File: config.mk
export PLATFORM = sky130hd
export DESIGN_NAME = axis_sat_counter
export DESIGN_NICKNAME = d
export VERILOG_FILES = /design/src/rtl/axis_sat_counter.sv
export SDC_FILE = /design/constraint.sdc
export NUM_CORES = 1
export LEC_CHECK = 0
export BUFFER_PORTS_ARGS = -buffer_cell sky130_fd_sc_hd__buf_4
export CAP_MARGIN = 25
export CORE_AREA = 2 2 68 51
export DETAILED_ROUTE_END_ITERATION = 12
export DIE_AREA = 0 0 70 53
export GPL_ROUTABILITY_DRIVEN = 1
export MAX_ROUTING_LAYER = met4
export PLACE_DENSITY_LB_ADDON = 0.12
export SLEW_MARGIN = 5
export SYNTH_ARGS = -nofsm -noshare
export SYNTH_HDL_FRONTEND = slang
export SYNTH_SLANG_ARGS = --single-unit
File: constraint.sdc
create_clock -name clk -period 5.2 [get_ports clk]
set_input_delay 1.04 -clock clk [delete_from_list [all_inputs] [get_ports clk]]
set_output_delay 1.04 -clock clk [all_outputs]
set_load 0.05 [all_outputs]
File: src/rtl/axis_sat_counter.sv
// Saturating up-counter used for the checker status counters.
//   clk, rst_n : clock, asynchronous active-low reset
//   inc        : count one event this cycle
//   count      : registered count, sticks at all-ones
module axis_sat_counter #(
   parameter int CNT_WIDTH = 32
) (
   input  logic                 clk,
   input  logic                 rst_n,
   input  logic                 inc,
   output logic [CNT_WIDTH-1:0] count
);
   logic [CNT_WIDTH-1:0] count_q;
   logic [CNT_WIDTH-1:0] count_d;

   always_comb begin
      count_d = count_q;
      if (inc && (count_q != '1)) begin
         count_d = count_q + CNT_WIDTH'(1);
      end
   end

   always_ff @(posedge clk or negedge rst_n) begin
      if (!rst_n) begin
         count_q <= '0;
      end else begin
         count_q <= count_d;
      end
   end

   assign count = count_q;
endmodule

==> Yosys cells after proc, flatten, opt, wreduce, memory -nomap -nowiden <==
Cells that the tools add are included.
W data, S select, Z words.
{ "totals": {"register_bits": 32, "in_bits": 3, "output_inout_bits": 32, "wordCells": 4} }
{ "op_classes": {"n_addsub": 1, "n_eq_ne": 1, "n_reduce_logical": 1} }
{ "op_table": {"columns": ["op", "n"], "rows": [
  ["$add A32 B1 Y32 const B", 1],
  ["$ne A32 B32 Y1 const B", 1],
  ["$logic_and A1 B1 Y1", 1]
]} }

==> Depth between registers and ports, before layout <==
Gate-level depths: netlist of the first run.
{ "logic_depth": {"depth_word": 2, "depth_mapped": 6, "ltp_nobuf": 5} }

==> Least setup slack after synthesis of the first run <==
Ideal clock, no wire load.
{ "synth_timing": {"path_type": "flip-flop to flip-flop", "start": "register count_q[23] (netlist: count[23])", "end": "register count_q[1] (netlist: count[1])", "setup_time_ns": 0.128, "t_arrival_ns": 2.122, "t_required_ns": 5.072, "setup_slack_ns": 2.950, "path_stages_with_launch": 6, "n_path_buf": 0, "period_less_slack_ns": 2.250, "path_cell_list": "dfrtp_1 -> nand4_1 -> nor4_4 -> nand2_2 -> o31ai_4 -> mux2_1"} }
{ "synth_via": {"elab_chain_len": 2} }
{ "synth_lines": {"columns": ["item", "line_no", "source"], "rows": [
  ["start: declaration", "13", "logic [CNT_WIDTH-1:0] count_q;"],
  ["start signal: assignment", "27", "count_q <= count_d;"],
  ["$ne A32 B32 Y1", "18", "if (inc && (count_q != '1)) begin"],
  ["$logic_and A1 B1 Y1", "18", null]
]} }
No other way between the ends.
A chain may end at the register's enable or synchronous reset.

==> Worst setup path after layout of the first run <==
{ "layout_timing": {"start": "register count_q[4] (netlist: count[4])", "end": "register count_q[8] (netlist: count[8])"} }
{ "layout_via": {"elab_chain_len": 2, "word_cells_on_any_way": 3, "cone_classes": "add/sub: 1; eq/ne: 1; reduce/logical: 1"} }
{ "layout_lines": {"columns": ["item"], "rows": [
  ["branches (longest 2 deep; another with $add A32 B1 Y32)"]
]} }
Several ways; the timed one is not identified.

==> results by stage, run 1 <==
GRT:
- The initial antenna violation count is 0.
- The total overflow reported by the global router is 0.
- The largest net degree at the start of global routing is 33.
- The combined global-route utilization of all metal layers is a little under a quarter.
- The first global-routing pass estimated roughly 6.2 mm of wire.
- The via count of the first global-routing pass is approximately 1,300.

Clock tree:
- The clock tree from TritonCTS is built.
- The number of levels the H-tree was split into is 2.
- The buffers inserted during post-CTS setup optimization is 0.
- The number of sinks handled by clock tree synthesis is 32.
- CTS placed an instance of clkbuf_8 at the clock tree root.
- The number of clock buffers added by TritonCTS is 5.
- The clock slew at the register clock pins of the worst setup and hold paths is about 0.070 ns.
- No sink is reached through more buffers than the 2 on the longest clock path.
- Once the clock tree was built, the resizer swapped 0 gates to a different size.
- The number of hold buffers added after CTS was 0.
- At the later pin of the worst-skew pair, clock insertion delay measures roughly 0.28 ns.

Finish:
- The final-layout fill cell count is ~240.
- The number of nets in the finished design is 194.
- The signed area change from the synthesized netlist to the final layout is 23.3%.
- The share of final-layout standard cells stronger than drive strength 1 is between 20% and 30%.
- The number of antenna diodes in the final layout is 0.
- The register with the most flip-flops in the layout has 32 of them.

Setup path:
- STA puts the critical path data arrival time at 2.63 ns.
- The category of the most critical setup path is reg -> reg.
- The number of buffers and inverters on the critical path is 0.
- For the worst setup path, the data required time is 5.41 ns.
- The signal on the critical path passes through nand3_2 -> nor4_1 -> nand4_1 -> nand3_1 -> xnor2_1.
- The beginning of the worst register-to-register path is count[4].
- The endpoint identified for the worst register-to-register timing path is count[8].
- Along the worst path, the maximum fanout reaches 13.
- On the worst path, the slowest cell contributes a delay of 0.62 ns.
- The critical path capture point type is a register.
- The worst setup path is launched from a register.
- The slowest cell on the critical path is nor4_1.
- The register-to-register setup slack is between 2 and 3 ns.
- The number of cells traversed by the worst register-to-register path is 5.
- The cell family contributing the most delay on the critical path is simple AND/OR/NAND/NOR gates.

Synthesis:
- By area the synthesized netlist is led by dfrtp_1 49%, xnor2_1 13%, nand4_1 5.8%.
- In the synthesized netlist, the cells that appear most often are 32 x dfrtp_1, 24 x xnor2_1, 16 x nand2_1.
- The number of distinct library cells after synthesis is 30.
- The most repeated cell in the gate-level netlist after synthesis is dfrtp_1.
- The mapped netlist covers between 1500 and 2000 um^2.
- The number of warning messages in the yosys log is 0.
- The portion of the post-synthesis area used by sequential elements is about half.
- The share of async-settable or async-resettable flops after synthesis is 100%.
- The area share of the largest cell type after synthesis is roughly 49%.
- In the synthesized netlist the dominant register cell turns out to be dfrtp_1.
- The post-synthesis average cell area is between 10 and 15 um^2.
- Counting every instance in the synthesized netlist gives 151.
- The flip-flop and latch count after synthesis is 32.
- The largest area contributor in the synthesized netlist is dfrtp_1.
- The post-synth net total is ~160.
- The synthesized design contains 0 enable-type register cells.

Routing:
- The average vias per placed instance is 5.78.
- The remaining antenna violation count after routing is 0.
- The number of iterations in the first detailed-routing pass is 4.
- For this run, design rule violations remaining after detail routing come to 0.
- For this block, the routed nets add up to ~3.7 mm of wire.
- The routed wirelength normalized by instance count is ~16 um.
- The violation count after the first detailed-route iteration is between 100 and 150.
- The total via count in the routed design is ~1,300.

Floorplanning:
- The I/O pin total is 35.
- In this run the horizontal extent of the chip is roughly 70 um.
- Once the floorplan was initialized, standard cells occupied roughly 54% of the core.
- The core area is 3020 um^2.
- The die is between 50 and 60 um tall.
- The die covers 3710 um^2.
- The cell row count is 17.

STA:
- The accumulated negative setup slack is 0 ns.
- Timing would allow up to 0.413 GHz.
- The hold violation count in the final report came to 0.
- Hold is met by around 0.5 ns.
- The clock period could shrink to roughly 2.4 ns.
- The number of max-slew violations in the final report is 0.
- The total of endpoints with negative setup slack in the final report is 0.
- The worst pin sits at a relative slew slack of between 50% and 60%.
- The final critical path takes up roughly 47% of the cycle.
- On the final layout, the worst clock skew is just over 0.005 ns.
- Setup repair after global routing left no endpoint under its margin.
- The transition time at the pin with the least slew margin is about 0.63 ns.

Placed design:
- Once detailed placement completed, the half-perimeter wirelength came to approximately 2.7 mm.
- The routability-driven placement congestion ratio is 0.857.
- Port buffering added 34 buffers.

Flow run:
- The tool flagged a number of max-cap violations equal to 0.

Power and ir drop:
- The leakage power is a little under 0.9 nW.
- The power density over cell area is about 360 nW/um^2.
- The maximum vdd drop is approximately 0.00019 V.
- The design draws approximately 0.73 mW.

Worst hold path:
- The number of cells traversed by the worst hold path is 1.
- The path with the worst hold slack has its endpoint at count[31].
- The start point of the worst hold path is count[31].
- The tightest min-delay check is of the reg -> reg type.

Outcome:
- The flow ran to the end, and the final reports show no timing, DRC or antenna violations.
[through the flow]
step	utilization [%]	instances	instance area [um^2]	setup WS [ns]
4_1_cts	66.3	229	2000	2.83
6_report	66.3	229	2000	2.78
3_3_place_gp	63.3	221	1910	2.82
5_1_grt	66.3	229	2000	2.58
3_5_place_dp	63.3	221	1910	2.76
2_1_floorplan	-	151	1620	2.95
[cell families after synthesis]
kind of cell               Yosys count  share of synthesized area, %
adders and majority gates            1                         0.770
DFF                                 32                          49.3
and+or+nand+nor                     78                          28.5
buffers and inverters                3                          1.16
AOI/OAI and AO/OA                    6                          3.24
xor gates and xnor gates            29                          15.6
muxes                                2                          1.39
[area by class of cell]
cell class	count	area, um^2	area share [%]
clock buffer	8	90.1	4.50
multi-input combinational	116	805	40.2
tap	38	47.5	2.38
inverter	1	3.75	0.188
timing repair buffer	34	255	12.8
sequential	32	801	40.0
[power breakdown]
| group | total, mW | internal [mW] | switching [mW] |
|---|---|---|---|
| registers | 0.319 | 0.276 | 0.0423 |
| logic | 0.215 | 0.0662 | 0.148 |
| clock network | 0.196 | 0.108 | 0.0882 |
[layer usage]
metal  share of wire (%)  global-route usage [%]
met2                  43                    32.9
met1                  48                    32.4
met3                 7.8                    5.90
met5                   0                       -
met4                 1.5                    9.94
[worst max-delay path by stage]
stage                     startpoint         to  slack, ns  cells past startpoint
after global placement           inc  count[29]       2.82                      6
after detailed placement         inc  count[29]       2.76                      6
after global routing        count[4]  count[25]       2.58                      5
after CTS                   count[4]   count[8]       2.83                      5
after floorplan            count[23]   count[1]       2.95                      5
final                       count[4]   count[8]       2.78                      5
[placed cells by master (no fill, tap or decap), types with 4 or more instances in the layout]
master | synthesis | final
and4_1 | 4 | 4
buf_4 | 0 | 34
clkbuf_8 | 0 | 6
dfrtp_1 | 32 | 32
nand2_1 | 16 | 16
nand3_1 | 15 | 15
nand4_1 | 15 | 15
nor2_1 | 9 | 9
xnor2_1 | 24 | 24
xor2_1 | 5 | 5
Note: power is estimated with default switching activity, not from simulation.
==> run 2, diff against run 1 <==
--- a/config.mk
+++ b/config.mk
@@ -7,9 +7,9 @@
 export LEC_CHECK = 0
 export BUFFER_PORTS_ARGS = -buffer_cell sky130_fd_sc_hd__buf_4
 export CAP_MARGIN = 25
-export CORE_AREA = 2 2 68 51
+export CORE_AREA = 2 2 70 52
 export DETAILED_ROUTE_END_ITERATION = 12
-export DIE_AREA = 0 0 70 53
+export DIE_AREA = 0 0 72 54
 export GPL_ROUTABILITY_DRIVEN = 1
 export MAX_ROUTING_LAYER = met4
 export PLACE_DENSITY_LB_ADDON = 0.12
==> constraint.sdc (replaced) <==
create_clock -name clk -period 2.5 [get_ports clk]
set_input_delay 0.5 -clock clk [delete_from_list [all_inputs] [get_ports clk]]
set_output_delay 0.5 -clock clk [all_outputs]
set_load 0.05 [all_outputs]
==> results by stage, run 2 (synthesized netlist as in run 1, its figures left out) <==
GRT:
- The total overflow reported by the global router is 0 (unchanged).
- The largest net degree at the start of global routing came to 33 (unchanged).
- The global-route wire length before repair is 5.91 mm (-5.3%).
- The via count of the first global-routing pass came to 1,183 (-7.0%).
- The combined global-route utilization of all metal layers is 21.2% (-2.2 points).
- The initial antenna violation count is 0 (unchanged).

Floorplanning:
- The core area came to 3310 um^2 (+9.6%).
- The overall die area is 3890 um^2 (+4.8%).
- The die boundary height is 54 um (+1.9%).
- The I/O pin total was 35 (unchanged).
- The initial standard-cell utilization of the core is 49.1% (-4.7 points).
- The cell row count is 18 (+1).
- The die span in x is 72 um (+2.9%).

Finish:
- The share of final-layout standard cells stronger than drive strength 1 is 27.7% (+1.0 points).
- In the layout the commonest cells are 37 x buf_4, 32 x dfrtp_1, 24 x xnor2_1.
- The final core area utilization was 60.6% (-5.7 points).
- The signed area change from the synthesized netlist to the final layout is 23.5%.
- The number of flip-flops under the largest register name is 32 (unchanged).
- The most common cell after layout, fill and taps aside is buf_4.
- The number of standard cells in the layout, taps in and fillers out is 231 (+0.87%).
- The final design instance area without fill came to 2010 um^2 (+0.19%).
- The number of antenna repair diodes is 0 (unchanged).
- The number of nets in the finished design is 197 (+1.5%).

Routing:
- The routed wirelength normalized by instance count came to 15.1 um (-7.4%).
- The number of iterations in the first detailed-routing pass is 4 (unchanged).
- The final wirelength is 3.49 mm (-6.6%).
- The final routed DRC violation total is 0 (unchanged).
- The total via count in the routed design is 1,291 (-2.4%).
- The average vias per placed instance is 5.59 (-3.3%).
- The violation count after the first detailed-route iteration is 113 (+6.6%).
- The remaining antenna violation count after routing came to 0 (unchanged).

Clock tree:
- The number of levels the H-tree was split into was 2 (unchanged).
- The post-cts gate resize count came to 0 (unchanged).
- The total of hold buffers inserted after clock tree synthesis is 0 (unchanged).
- The clock slew at the register clock pins of the worst setup and hold paths is 0.06 ns (about the same).
- The buffer cell driving the clock tree root is clkbuf_8.
- The clock tree buffer depth came to 2 (unchanged).
- The clock insertion delay at the later pin of the skew report is 0.27 ns (about the same).
- The clock tree from TritonCTS is built.
- The number of CTS-inserted buffers is 5 (unchanged).
- The number of sinks handled by clock tree synthesis came to 32 (unchanged).
- The buffers inserted during post-CTS setup optimization is 0 (unchanged).

Flow run:
- The number of maximum-capacitance violations is 0 (unchanged).

STA:
- The worst slack on hold paths is 0.158 ns (-0.347 ns).
- The worst slew margin relative to its limit came to 62.4% (+4.9 points).
- The share of the clock period used by the worst path after layout came to 79.3% (+33 points).
- The minimum clock period after layout is 1.98 ns (-0.438 ns).
- The transition time at the pin with the least slew margin is 0.559 ns (-0.0736 ns).
- The final worst clock skew is 0.00142 ns (-0.00376 ns).
- The maximum achievable frequency is 0.505 GHz (+22%).
- The minimum setup slack in the final design is 0.518 ns (-2.26 ns).
- The number of max-slew violations in the final report is 0 (unchanged).
- The hold violation count in the final report came to 0 (unchanged).
- Setup repair after global routing left no endpoint under its margin.
- The total of endpoints with negative setup slack in the final report came to 0 (unchanged).
- The accumulated negative setup slack is 0 ns (unchanged).

Placed design:
- The total instance count after detailed placement is 226 (+2.3%).
- The placed wire-length estimate is 2.59 mm (-3.6%).
- The routability-driven placement congestion ratio is 0.895 (+4.4%).
- The count of input and output buffers is 34 (unchanged).
- The worst-case setup slack after placement is 0.532 ns (-2.23 ns).
- The post-detailed-placement cell area is 1940 um^2 (+1.3%).

Power and ir drop:
- The sequential cell fraction of total power is 45.7% (+2.0 points).
- The switching share of power was 38.0% (-0.27 points).
- The leakage power is 0.895 nW (+0.47%).
- The share of total power in combinational logic is 30.7% (+1.3 points).
- The power density over cell area is 717 nW/um^2 (+97%).
- The portion of total power attributed to the clock network is 23.6% (-3.3 points).
- The switching power is 0.546 mW (+96%).
- The maximum vdd drop is 0.000402 V (+110%).
- The total chip power is 1.44 mW (+97%).
- The total internal power is 0.892 mW (+98%).

Outcome:
- The run finished with clean final reports.

Setup path:
- The maximum fanout along the worst path came to 6 (-7).
- The worst path buffer plus inverter count is 0 (unchanged).
- The kind of cell with the highest combined delay along the critical path is simple AND/OR/NAND/NOR gates.
- The worst setup path is captured at a register.
- The stage delay of the slowest cell on the critical path is 0.47 ns (-0.15 ns).
- The critical path goes through nand4_1 -> nor4_4 -> nand2_2 -> o31ai_4 -> mux2_1.
- The category of the most critical setup path is reg -> reg.
- The worst endpoint data arrival time is 2.14 ns (-0.49 ns).
- The worst register-to-register path ends at count[1].
- The largest individual stage delay along the critical path comes from the cell dfrtp_1.
- The start point of the critical path is count[23].
- The critical path depth in cells is 5 (unchanged).
- STA classifies the critical path startpoint as a register.
- The register-to-register setup slack is 0.52 ns (-2.26 ns).
- The critical path endpoint is count[1].
- The number of cells traversed by the worst register-to-register path is 5 (unchanged).
- The startpoint identified for the worst register-to-register timing path is count[23].
- The critical path required time is 2.65 ns (-2.76 ns).

Worst hold path:
- The worst min-delay path class is in -> async.
-- run 2: per-layer routing --
| layer | track usage (%) | vias up | wire length (um) | share of wire, % |
|---|---|---|---|---|
| met3 | 5.24 | 0 | 180 | 5.2 |
| met1 | 30.9 | 612 | 1900 | 55 |
| met5 | - | - | 0 | 0 |
| met2 | 29.2 | 44 | 1400 | 40 |
| met4 | 5.97 | 0 | 0 | 0 |
| li1 | - | 635 | - | - |
-- run 2: worst min path at each step --
stage,slack (ns),start,end,depth (start not counted)
6_report,0.16,rst_n,count[3],1
5_1_grt,0.18,rst_n,count[5],1
4_1_cts,0.17,rst_n,count[0],1
3_5_place_dp,0.46,rst_n,count[3],1
3_3_place_gp,0.46,rst_n,count[6],1
2_1_floorplan,0.20,rst_n,count[0],0
-- run 2: layout make-up --
class	count	area, um^2
clock buffer	5	68.8
fill	295	1310
inverter	1	3.75
multi-input combinational	116	805
sequential	32	801
tap	40	50.0
timing repair buffer	37	278
-- run 2: worst register-to-register path, cell delays in order, from the launching register on --
cell and delay (ns):
dfrtp_1 0.47, nand4_1 0.22, nor4_4 0.39, nand2_2 0.14, o31ai_4 0.31, mux2_1 0.34
-- run 2: power groups by stage --
stage	clock network (mW)	registers (mW)	logic [mW]
2_1_floorplan	0	0.849	0.116
3_3_place_gp	0	0.662	0.440
3_5_place_dp	0	0.668	0.443
4_1_cts	0.352	0.658	0.445
5_1_grt	0.375	0.669	0.470
6_report	0.339	0.658	0.442
